--- src/rtl/hazard_scoreboard.sv ---
// Pipeline hazard controller: in-order scoreboard of outstanding load destinations,
// fence draining, mispredict squash of speculative loads, and per-bus wait timeouts.
module hazard_scoreboard #(
    parameter int unsigned REG_W   = 9,
    parameter int unsigned DEPTH   = 4,
    parameter int unsigned TIMEOUT = 256
) (
    input  logic                       clk,
    input  logic                       reset,
    input  logic                       issue_valid_in,
    input  logic [REG_W-1:0]           issue_rs1_in,
    input  logic [REG_W-1:0]           issue_rs2_in,
    input  logic                       issue_rs1_read_in,
    input  logic                       issue_rs2_read_in,
    input  logic [REG_W-1:0]           issue_rd_in,
    input  logic                       issue_rd_write_in,
    input  logic                       issue_mem_read_in,
    input  logic                       issue_fence_in,
    input  logic                       mem_accept_in,
    input  logic                       retire_valid_in,
    input  logic                       mem_branch_mispredicted_in,
    input  logic                       instr_read_in,
    input  logic                       instr_ready_in,
    input  logic                       data_read_in,
    input  logic                       data_write_in,
    input  logic                       data_ready_in,
    output logic                       fetch_stall_out,
    output logic                       fetch_flush_out,
    output logic                       decode_stall_out,
    output logic                       decode_flush_out,
    output logic                       execute_stall_out,
    output logic                       execute_flush_out,
    output logic                       mem_stall_out,
    output logic                       mem_flush_out,
    output logic [$clog2(DEPTH):0]     sb_count_out,
    output logic [1:0]                 bus_timeout_out,
    output logic                       sb_error_out
);
    localparam int unsigned PW = $clog2(DEPTH);
    localparam int unsigned CW = PW + 1;
    localparam int unsigned TW = $clog2(TIMEOUT);

    logic [REG_W-1:0] rd_q [DEPTH];
    logic [PW-1:0]    head_q;
    logic [PW-1:0]    tail_q;
    logic [CW-1:0]    count_q;
    logic [CW-1:0]    spec_cnt_q;
    logic [TW-1:0]    itmo_q;
    logic [TW-1:0]    dtmo_q;
    logic [1:0]       bus_timeout_q;
    logic             err_q;

    logic             mem_wait;
    logic             fetch_wait;
    logic             retire_ok;
    logic             accept_ok;
    logic             raw;
    logic             full_block;
    logic             fence_block;
    logic             issue_block;
    logic             fire;
    logic             alloc;
    logic [CW-1:0]    spec_left;

    assign mem_wait   = (data_read_in | data_write_in) & ~data_ready_in;
    assign fetch_wait = instr_read_in & ~instr_ready_in;

    // Speculative entries are always the youngest spec_cnt_q entries, so the head
    // is speculative exactly when every valid entry is.
    assign retire_ok  = retire_valid_in & (count_q != '0) & (spec_cnt_q != count_q);
    assign accept_ok  = mem_accept_in & (spec_cnt_q != '0);
    assign spec_left  = spec_cnt_q - CW'(accept_ok);

    // Source match against live entries; the head retiring this cycle is bypassed.
    always_comb begin
        raw = 1'b0;
        for (int unsigned i = 0; i < DEPTH; i++) begin
            if (({1'b0, PW'(PW'(i) - head_q)} < count_q) &&
                !(retire_ok && (PW'(i) == head_q)) &&
                ((issue_rs1_read_in && (rd_q[PW'(i)] == issue_rs1_in)) ||
                 (issue_rs2_read_in && (rd_q[PW'(i)] == issue_rs2_in)))) begin
                raw = 1'b1;
            end
        end
        raw = raw & issue_valid_in;
    end

    assign full_block  = issue_valid_in & issue_mem_read_in & (count_q == CW'(DEPTH)) & ~retire_ok;
    assign fence_block = issue_valid_in & issue_fence_in & ((count_q != '0) | mem_wait);
    assign issue_block = raw | full_block | fence_block;

    assign mem_stall_out     = mem_wait;
    assign execute_stall_out = mem_stall_out;
    assign decode_stall_out  = execute_stall_out;
    assign fetch_stall_out   = decode_stall_out | issue_block | fetch_wait;
    assign fetch_flush_out   = 1'b0;
    assign decode_flush_out  = fetch_stall_out | mem_branch_mispredicted_in;
    assign execute_flush_out = decode_stall_out | mem_branch_mispredicted_in;
    assign mem_flush_out     = execute_stall_out;

    assign fire  = issue_valid_in & ~fetch_stall_out & ~mem_branch_mispredicted_in;
    assign alloc = fire & issue_mem_read_in & issue_rd_write_in & (issue_rd_in != '0);

    // Scoreboard state; mispredict drops the speculative tail left after this cycle's accept.
    always_ff @(posedge clk or posedge reset) begin
        if (reset) begin
            for (int unsigned i = 0; i < DEPTH; i++) rd_q[PW'(i)] <= '0;
            head_q     <= '0;
            tail_q     <= '0;
            count_q    <= '0;
            spec_cnt_q <= '0;
            err_q      <= 1'b0;
        end else begin
            if (alloc) rd_q[tail_q] <= issue_rd_in;
            head_q <= head_q + PW'(retire_ok);
            if (mem_branch_mispredicted_in) begin
                tail_q     <= tail_q - PW'(spec_left);
                count_q    <= count_q - CW'(retire_ok) - spec_left;
                spec_cnt_q <= '0;
            end else begin
                tail_q     <= tail_q + PW'(alloc);
                count_q    <= count_q + CW'(alloc) - CW'(retire_ok);
                spec_cnt_q <= spec_left + CW'(alloc);
            end
            if ((retire_valid_in && !retire_ok) || (mem_accept_in && !accept_ok)) err_q <= 1'b1;
        end
    end

    // Per-bus wait counters; pulse and wrap every TIMEOUT consecutive wait cycles.
    always_ff @(posedge clk or posedge reset) begin
        if (reset) begin
            itmo_q        <= '0;
            dtmo_q        <= '0;
            bus_timeout_q <= '0;
        end else begin
            bus_timeout_q[0] <= fetch_wait && (itmo_q == TW'(TIMEOUT - 1));
            bus_timeout_q[1] <= mem_wait && (dtmo_q == TW'(TIMEOUT - 1));
            if (!fetch_wait || (itmo_q == TW'(TIMEOUT - 1))) itmo_q <= '0;
            else                                              itmo_q <= itmo_q + TW'(1);
            if (!mem_wait || (dtmo_q == TW'(TIMEOUT - 1)))    dtmo_q <= '0;
            else                                              dtmo_q <= dtmo_q + TW'(1);
        end
    end

    assign sb_count_out    = count_q;
    assign bus_timeout_out = bus_timeout_q;
    assign sb_error_out    = err_q;

endmodule
--- config.mk ---
export PLATFORM = sky130hd
export DESIGN_NAME = hazard_scoreboard
export DESIGN_NICKNAME = d
export VERILOG_FILES = /design/src/rtl/hazard_scoreboard.sv
export SDC_FILE = /design/constraint.sdc
export NUM_CORES = 1
export LEC_CHECK = 0
export CORE_ASPECT_RATIO = 0.9
export CORE_MARGIN = 1
export CORE_UTILIZATION = 55
export CTS_CLUSTER_SIZE = 25
export DETAILED_ROUTE_END_ITERATION = 8
export PLACE_DENSITY = 0.87
export SYNTH_ARGS = -nofsm -noshare
export SYNTH_HDL_FRONTEND = slang
export SYNTH_SLANG_ARGS = --single-unit
--- constraint.sdc ---
create_clock -name clk -period 5.7 [get_ports clk]
set_input_delay 1.71 -clock clk [delete_from_list [all_inputs] [get_ports clk]]
set_output_delay 1.71 -clock clk [all_outputs]
set_load 0.01 [all_outputs]
==> out/metrics.cfg, run 1 <==
[pwr]
power_per_cell_area_nw_per_um2=391
vdd_drop_max_v=0.000197
seq_power_share=0.406
switchingPower_mw=0.743
switching_share=0.389
power_leakage_nw=2.30
p_clk_frac=0.192
combPwrFrac=0.402
p_int_mw=1.17

[route]
initialDrtViolationCount=107
topRoutingLayerUsed=met4
wl_met1_mm=4.25
postRouteWirelength_mm=9.00
vias=2833
dr_wl_met3_um=334
drt_pre_antenna_iters=4
wl_per_cell_um=17.1
vias_per_cell=5.39
wl_met2_mm=4.25
final_antenna_net_count=0
drc=0

[die]
die_w_um=91.7
ios=57
rows=29
dieArea_um2=7580
start_util=0.565
core_area_um2=7040
fp.dieH_um=82.7

[finish]
fill_cells=534
antenna_cells=0
layout.nets=490
syn2layout_area_growth_pct=23.1
instances_no_fill=526
finalInstanceArea_um2=4900
layout-drive-gt1-share=0.189

[synth]
synth_area_um2=3980
synth_cell_type_count=37
avgSynthCellArea_um2=11.1
yosysTopAreaCellShare=0.409
synth_area_leaders=dfrtp_1 (41%), xor2_1 (17%), mux2_2 (10%), ha_1 (5.3%), xnor2_1 (4.6%)
syn_nets=422
synth-async-reset-ratio=1.00
ys_warn_count=0
synth-seq-area-share=0.409
synth_ff_type=dfrtp_1
yosys.area.top_type=dfrtp_1
synth_edf_count=0
ys_seq_elements=65
synthCells=360

[run]
maxCapViolCount=0

[global_routing]
antenna_found_initial=0
grtUsageTotal=0.255
grt_pass1_vias=2823
grt_pass1_wl_mm=14.4
grt_max_degree=41
gr-total-overflow=0

[cts]
numCtsBuffers=9
clockRootBuffer=clkbuf_8
cts_tree=yes
insertion_delay_ns=0.35
path_clk_slew_ns=0.07
ctsHoldBuffers=0
clock_sinks=65
h-tree-depth=3
clockBufferDepth=2

[placement]
placed_cells=510
place_area_um2=4670
place.port_buffers=55
place.gp.congestion=0.967
hpwl_mm=6.92

[worst_setup_path]
critPathCaptureType=output port
path_max_fanout=3
critPathLaunchType=primary input
worst-endpoint-required_ns=3.99
cp_data_arrival_time_ns=3.87
critical_path_class=in -> out

[timing]
slew_headroom=0.433
maxSlewViolCount=0
setup_viol=0
rsz0062_at_grt=no
tightest_slew_ns=0.844
period_share=0.980
clock_skew_ns=0.0132
max_freq_mhz=179
hold_viol_final=0
period_needed_ns=5.58

[run_status]
status=complete, no violations

[min_path]
hp-class=reg -> reg

[state kept, by name, summed over array words and instances (netlist names)]
register	count
head_q	2
dtmo_q	8
rd_q	36
tail_q	2
sb_count_out	3
itmo_q	8
bus_timeout_out	2
sb_error_out	1
spec_cnt_q	3
[path summary, 6_finish.rpt]
path | startpoint | to | slack [ns] | cells past startpoint
worst min register to register | itmo_q[0]$_DFF_PP0_ | itmo_q[0]$_DFF_PP0_ | 0.48 | 1
max in group asynchronous | reset | bus_timeout_out[0]$_DFF_PP0_ | 3.08 | 3
worst min-delay path | itmo_q[0]$_DFF_PP0_ | itmo_q[0]$_DFF_PP0_ | 0.48 | 1
worst max register to register | sb_count_out[1]$_DFF_PP0_ | sb_count_out[2]$_DFF_PP0_ | 1.89 | 17
worst max-delay path | issue_rs2_in[2] | decode_flush_out | 0.12 | 9
min in group asynchronous | reset | bus_timeout_out[1]$_DFF_PP0_ | 1.73 | 2
[layout make-up]
class                      count  area (µm²)  area share
clock buffer                  11         151      0.0309
tap                           93         116      0.0238
inverter                      18        67.6      0.0138
sequential                    65        1630       0.332
clock inverter                 5        38.8     0.00792
timing repair buffer          66         611       0.125
multi-input combinational    268        2280       0.467
[routing by layer]
metal | vias to the layer above | GRT usage
li1 | 1366 | -
met1 | 1394 | 0.341
met2 | 57 | 0.422
met3 | 16 | 0.0522
met4 | 0 | 0.0794
met5 | - | 0
[power by group through the flow]
stage	Clock, mW	Sequential [mW]	Combinational (mW)
finish	0.367	0.776	0.770
global placement	0	0.771	0.724
floorplan	0	0.730	0.558
global route	0.394	0.797	0.858
detailed placement	0	0.780	0.745
CTS	0.374	0.773	0.766
[placed cells by master, fill, tap and decap left out, drive strengths merged, types with 2 or more instances in the layout]
master and count:
nor2b 3, a21oi 5, xnor2 21, dfrtp 65, xor2 77, or2 3
nand3 8, clkinv 3, buf 11, ha 17, nor4 21, nand2 8
a221oi 4, clkbuf 11, mux2 38, dlygate4sd2 18, inv 19, nand2b 5
clkdlybuf4s50 37, nor3 2, nor2 28, nand4 10, and3 3, fa 2
o21bai 2
[worst max-delay path, stage by stage]
cell	delay (ns)
clkdlybuf4s50_1	0.53
xor2_1	0.22
nor4_1	0.08
nand4_1	0.11
a221oi_1	0.08
or4_4	0.53
a21o_1	0.21
nand2b_1	0.13
dlygate4sd2_1	0.28
[through the flow]
stage | setup TNS, ns | setup slack (ns) | hold slack [ns] | power, mW | util
floorplan | 0 | 0.835 | 0.446 | 1.29 | -
global placement | -0.651 | -0.374 | 0.463 | 1.49 | 0.663
detailed placement | -0.474 | -0.282 | 0.462 | 1.52 | 0.663
CTS | 0 | 0.104 | 0.485 | 1.91 | 0.694
global route | 0 | 0.0257 | 0.509 | 2.05 | 0.696
finish | 0 | 0.116 | 0.481 | 1.91 | 0.696
[cell usage after synthesis, drive strengths merged (7+ instances only)]
cell type and number:
buf 7, dfrtp 65, ha 17, inv 18, mux2 38, nand2 8, nand3 8, nand4 10
nor2 28, nor4 21, xnor2 21, xor2 77
[what timing repair did]
action | in CTS | in global routing
gates resized for setup | 26 | 2
pin swaps | 5 | 0
buffers inserted | 0 | 0
setup endpoints to repair | 2 | 1
gates cloned | 0 | 0
[logic make-up (layout without fill, tap and decap cells)]
logic type	count (synthesis)	after routing	synth area share
xor gates and xnor gates	98	98	0.216
other	1	1	0.000942
AOI/OAI and AO/OA	18	18	0.0336
buffers and inverters	27	100	0.0324
DFF	65	65	0.409
and+or+nand+nor	94	94	0.137
muxes	38	38	0.108
adders and majority gates	19	19	0.0635
Power figures use the tool's default switching activity.
==> run 2, diff against run 1 <==
CORE_UTILIZATION = 45   (was 55)
PLACE_DENSITY = 0.75   (was 0.87)
SLEW_MARGIN = 20   (was default)
==> out/metrics.cfg, run 2 (same netlist as run 1, synthesis figures left out) <==
[min_path]
whs_path_depth=1  ; unchanged
hp-class=reg -> reg  ; unchanged

[timing]
maxSlewViolCount=0  ; unchanged
period_share=0.962  ; was 0.980
hold_viol_final=0  ; unchanged
slew_headroom=0.434  ; was 0.433
rsz0062_at_grt=no  ; unchanged
max_freq_mhz=182  ; was 179 MHz
tightest_slew_ns=0.842  ; was 0.844 ns
setup_viol=0  ; unchanged
period_needed_ns=5.48  ; was 5.58 ns
fin_ws_ns=0.216  ; was 0.116 ns
clock_skew_ns=0.00686  ; was 0.0132 ns

[cts]
cts_tree=yes  ; unchanged
insertion_delay_ns=0.36  ; was 0.35 ns
path_clk_slew_ns=0.07  ; about the same
clock_sinks=65  ; unchanged
h-tree-depth=3  ; unchanged
numCtsBuffers=9  ; unchanged
clockRootBuffer=clkbuf_8  ; unchanged
cts_setup_buffers=0  ; unchanged
clockBufferDepth=2  ; unchanged

[finish]
seqCellArea_um2=1630  ; unchanged
final_cell_mix=xor2_1 (77), dfrtp_1 (65), mux2_2 (36)  ; was xor2_1 (76), dfrtp_1 (65), clkdlybuf4s50_1 (37)
instances_no_fill=555  ; was 526
antenna_cells=0  ; unchanged
final_common_cell=xor2_1  ; unchanged
multi_input_area_um2=2270  ; was 2280 µm²
top_regs=rd_q: 36 flops, dtmo_q: 8 flops, itmo_q: 8 flops  ; unchanged
fill_cells=746  ; was 534
layout-drive-gt1-share=0.190  ; was 0.189
top_register=rd_q  ; unchanged
layout.nets=493  ; was 490
largest_reg_flops=36  ; unchanged
syn2layout_area_growth_pct=25.7  ; was 23.1%

[route]
drt_pre_antenna_iters=4  ; unchanged
final_antenna_net_count=0  ; unchanged
wl_per_cell_um=16.4  ; was 17.1 µm
drc=0  ; unchanged
initialDrtViolationCount=97  ; was 107
vias=2878  ; was 2833
vias_per_cell=5.19  ; was 5.39
postRouteWirelength_mm=9.11  ; was 9.00 mm

[worst_setup_path]
critical_path_class=in -> out  ; unchanged
cp_data_arrival_time_ns=3.77  ; was 3.87 ns
ff2ff_path_depth=17  ; unchanged
critPathCaptureType=output port  ; unchanged
critPathLaunchType=primary input  ; unchanged
worst-endpoint-required_ns=3.99  ; about the same
path_max_fanout=3  ; unchanged

[pwr]
power_per_cell_area_nw_per_um2=408  ; was 391 nW/µm²
vdd_drop_max_v=0.000188  ; was 0.000197 V
power_leakage_nw=2.34  ; was 2.30 nW

[global_routing]
antenna_found_initial=0  ; unchanged
grtUsageTotal=0.220  ; was 0.255
grt_max_degree=62  ; was 41
grt_pass1_wl_mm=15.1  ; was 14.4 mm
gr-total-overflow=0  ; unchanged
grt_pass1_vias=2984  ; was 2823

[die]
rows=32  ; was 29
fp.dieH_um=91.2  ; was 82.7 µm
die_w_um=101  ; was 91.7 µm
start_util=0.464  ; was 0.565
core_area_um2=8570  ; was 7040 µm²
ios=57  ; unchanged
dieArea_um2=9220  ; was 7580 µm²

[placement]
placed_cells=539  ; was 510
hpwl_mm=7.01  ; was 6.92 mm
dp_slack_ns=-0.326  ; was -0.282 ns
place.port_buffers=55  ; unchanged
place.gp.congestion=0.919  ; was 0.967

[run_status]
status=complete, no violations  ; unchanged

[run]
maxCapViolCount=0  ; unchanged

run 2: routing by layer:
| layer | up-vias | track usage | part of all wire | wire length [µm] |
|---|---|---|---|---|
| met4 | 0 | 0.0942 | 0.023 | 207 |
| met3 | 16 | 0.0454 | 0.040 | 367 |
| met2 | 56 | 0.346 | 0.47 | 4280 |
| met1 | 1437 | 0.292 | 0.47 | 4260 |
| li1 | 1369 | - | - | - |
| met5 | - | 0 | 0 | 0 |
run 2: worst paths after layout:
kind	end	from	slack (ns)
worst max-delay path	decode_flush_out	issue_rs1_in[2]	0.22
min in group asynchronous	itmo_q[5]$_DFF_PP0_	reset	1.54
worst min-delay path	sb_error_out$_DFFE_PP0P_	sb_error_out$_DFFE_PP0P_	0.49
worst min register to register	sb_error_out$_DFFE_PP0P_	sb_error_out$_DFFE_PP0P_	0.49
max in group asynchronous	rd_q[25]$_DFFE_PP0P_	reset	3.21
worst max register to register	sb_count_out[2]$_DFF_PP0_	sb_count_out[1]$_DFF_PP0_	1.85
run 2: area by class of cell:
class	instances	area share
flip-flops and latches	65	0.325
multi-input cells	268	0.454
inverters	18	0.0135
clock buffers	10	0.0275
well taps	119	0.0298
clock inverters	6	0.0230
repair buffers	69	0.127
run 2: per-stage QoR:
stage / TNS, ns / total power [mW] / instance area, µm² / util / hold slack, ns
2_1_floorplan: 0 / 1.29 / 3980 / - / 0.446
3_3_place_gp: -0.469 / 1.50 / 4720 / 0.551 / 0.466
3_5_place_dp: -0.563 / 1.53 / 4720 / 0.551 / 0.463
4_1_cts: 0 / 2.05 / 4980 / 0.581 / 0.484
5_1_grt: 0 / 2.17 / 5000 / 0.584 / 0.502
6_report: 0 / 2.04 / 5000 / 0.584 / 0.486
run 2: where the power goes:
group	switching, mW	internal (mW)
registers	0.187	0.590
logic	0.367	0.399
clock network	0.193	0.304
run 2: what timing repair did:
item / CTS / global route
resized for setup: 24 / 4
hold buffers: 0 / 0
endpoints found under the setup margin: 2 / 1
pin swaps: 7 / 2
run 2: worst max-delay path, stage by stage:
cell,delay [ns]
dlygate4sd2_1,0.28
buf_4,0.16
xor2_1,0.16
nor4_2,0.33
nand4_1,0.19
a221oi_2,0.29
or4_4,0.17
a21o_1,0.12
nand2b_1,0.09
dlygate4sd2_1,0.26
==> run 3, diff against run 2 <==
CAP_MARGIN = 30   (was default)
SETUP_SLACK_MARGIN = 0.15   (was default)
==> out/metrics.cfg, run 3 (same netlist as run 1, synthesis figures left out) <==
[run_status]
status=complete, no violations  ; unchanged

[finish]
syn2layout_area_growth_pct=25.3  ; was 25.7%
layout.nets=493  ; unchanged
final_cell_mix=xor2_1 (77), dfrtp_1 (65), mux2_2 (36)  ; unchanged
top_regs=rd_q: 36 flops, dtmo_q: 8 flops, itmo_q: 8 flops  ; unchanged
antenna_cells=0  ; unchanged
layout-drive-gt1-share=0.190  ; unchanged
finalInstanceArea_um2=4990  ; was 5000 µm²
top_register=rd_q  ; unchanged
largest_reg_flops=36  ; unchanged
final_util=0.582  ; was 0.584
instances_no_fill=555  ; unchanged
final_common_cell=xor2_1  ; unchanged

[pwr]
power_per_cell_area_nw_per_um2=409  ; was 408 nW/µm²
combPwrFrac=0.376  ; about the same
power_leakage_nw=2.34  ; about the same
switching_share=0.367  ; was 0.366
power_mw=2.04  ; about the same
p_clk_frac=0.243  ; about the same
p_int_mw=1.29  ; about the same
switchingPower_mw=0.749  ; was 0.748 mW
seq_power_share=0.381  ; about the same
vdd_drop_max_v=0.000188  ; about the same

[worst_setup_path]
path_cells=dlygate4sd2_1 > buf_4 > xor2_1 > nor4_2 > nand4_1 > a221oi_2 > or4_4 > a21o_1 > dlygate4sd2_1  ; was dlygate4sd2_1 > buf_4 > xor2_1 > nor4_2 > nand4_1 > a221oi_2 > or4_4 > a21o_1 > nand2b_1 > dlygate4sd2_1
critPathMaxStageDelay_ns=0.33  ; about the same
critPathCaptureType=output port  ; unchanged
critical_path_class=in -> out  ; unchanged
path_common_cell=dlygate4sd2_1  ; unchanged
worst-endpoint-required_ns=3.99  ; about the same
critPathLaunchType=primary input  ; unchanged
path_max_fanout=3  ; unchanged
cp_data_arrival_time_ns=3.66  ; was 3.77 ns
slowest_stage=nor4_2  ; unchanged

[die]
core_area_um2=8570  ; unchanged
start_util=0.464  ; unchanged
die_w_um=101  ; unchanged
rows=32  ; unchanged
fp.dieH_um=91.2  ; unchanged
ios=57  ; unchanged
dieArea_um2=9220  ; unchanged

[timing]
period_needed_ns=5.37  ; was 5.48 ns
slew_headroom=0.432  ; was 0.434
max_freq_mhz=186  ; was 182 MHz
tightest_slew_ns=0.846  ; was 0.842 ns
holdWs_ns=0.482  ; was 0.486 ns
hold_viol_final=0  ; unchanged
clock_skew_ns=0.00614  ; was 0.00686 ns
setup_viol=0  ; unchanged
rsz0062_at_grt=no  ; unchanged
maxSlewViolCount=0  ; unchanged
period_share=0.942  ; was 0.962

[route]
final_antenna_net_count=0  ; unchanged
vias_per_cell=5.14  ; was 5.19
wl_per_cell_um=16.5  ; was 16.4 µm
drc=0  ; unchanged
drt_pre_antenna_iters=4  ; unchanged
vias=2854  ; was 2878
postRouteWirelength_mm=9.16  ; was 9.11 mm
initialDrtViolationCount=106  ; was 97

[cts]
h-tree-depth=3  ; unchanged
insertion_delay_ns=0.36  ; about the same
path_clk_slew_ns=0.07  ; about the same
cts_tree=yes  ; unchanged
numCtsBuffers=9  ; unchanged
ctsHoldBuffers=0  ; unchanged
clockBufferDepth=2  ; unchanged
clockRootBuffer=clkbuf_8  ; unchanged
clock_sinks=65  ; unchanged

[global_routing]
antenna_found_initial=0  ; unchanged
gr-total-overflow=0  ; unchanged
grtUsageTotal=0.220  ; about the same
grt_max_degree=62  ; unchanged
grt_pass1_vias=2993  ; was 2984
grt_pass1_wl_mm=15.2  ; was 15.1 mm

[run]
maxCapViolCount=0  ; unchanged

[placement]
place_area_um2=4720  ; unchanged
place.gp.congestion=0.919  ; unchanged
placed_cells=539  ; unchanged
hpwl_mm=7.01  ; unchanged
place.port_buffers=55  ; unchanged

[min_path]
hp-class=reg -> reg  ; unchanged

-- run 3: changes by cell type in the layout (fill, tap and decap cells not counted) --
cell / before / now
clkbuf_2: 0 / 1
dlymetal6s2s_1: 1 / 0
nor4_1: 12 / 13
nor4_2: 5 / 4
-- run 3: layout make-up --
cell class	instances	area (µm²)
Multi-Input combinational cell	268	2260
Clock buffer	10	138
Tap cell	119	149
Clock inverter	6	115
Timing Repair Buffer	69	627
Sequential cell	65	1630
Inverter	18	67.6
Fill cell	745	3580
-- run 3: path summary, 6_finish.rpt --
| check | start | endpoint | slack [ns] | cells past startpoint |
|---|---|---|---|---|
| max | issue_rs1_in[2] | fetch_stall_out | 0.33 | 9 |
| min in group asynchronous | reset | itmo_q[5]$_DFF_PP0_ | 1.53 | 2 |
| max in group asynchronous | reset | rd_q[25]$_DFFE_PP0P_ | 3.21 | 3 |
| min reg2reg | dtmo_q[0]$_DFF_PP0_ | dtmo_q[0]$_DFF_PP0_ | 0.48 | 1 |
| min | dtmo_q[0]$_DFF_PP0_ | dtmo_q[0]$_DFF_PP0_ | 0.48 | 1 |
| max reg2reg | sb_count_out[1]$_DFF_PP0_ | sb_count_out[2]$_DFF_PP0_ | 1.83 | 17 |
-- run 3: per-stage QoR --
step / setup WS (ns) / setup TNS [ns]
floorplan: 0.835 / 0
global placement: -0.281 / -0.469
detailed placement: -0.326 / -0.563
CTS: 0.204 / 0
global route: 0.209 / 0
finish: 0.330 / 0
-- run 3: critical path, delay by kind of cell --
family	cells	cell delay (ns)
compound gates	2	0.40
xor+xnor	1	0.16
buf+inv	3	0.71
simple gates	3	0.67
-- run 3: routing by layer --
metal	wire length (µm)	track usage
met3	324	0.0454
met1	4320	0.292
met2	4340	0.348
met4	170	0.0942
met5	0	0
-- run 3: timing repair --
item,4_1_cts,5_1_grt
pin swaps,7,3
gates resized for setup,26,3
setup endpoints to repair,2,1
buffers inserted,0,0
-- run 3: power by group through the flow --
stage | combinational (mW) | sequential (mW) | clock, mW
after global placement | 0.724 | 0.775 | 0
after global routing | 0.844 | 0.796 | 0.527
after detailed placement | 0.748 | 0.782 | 0
after CTS | 0.766 | 0.777 | 0.504
after floorplan | 0.558 | 0.730 | 0
final | 0.767 | 0.777 | 0.497
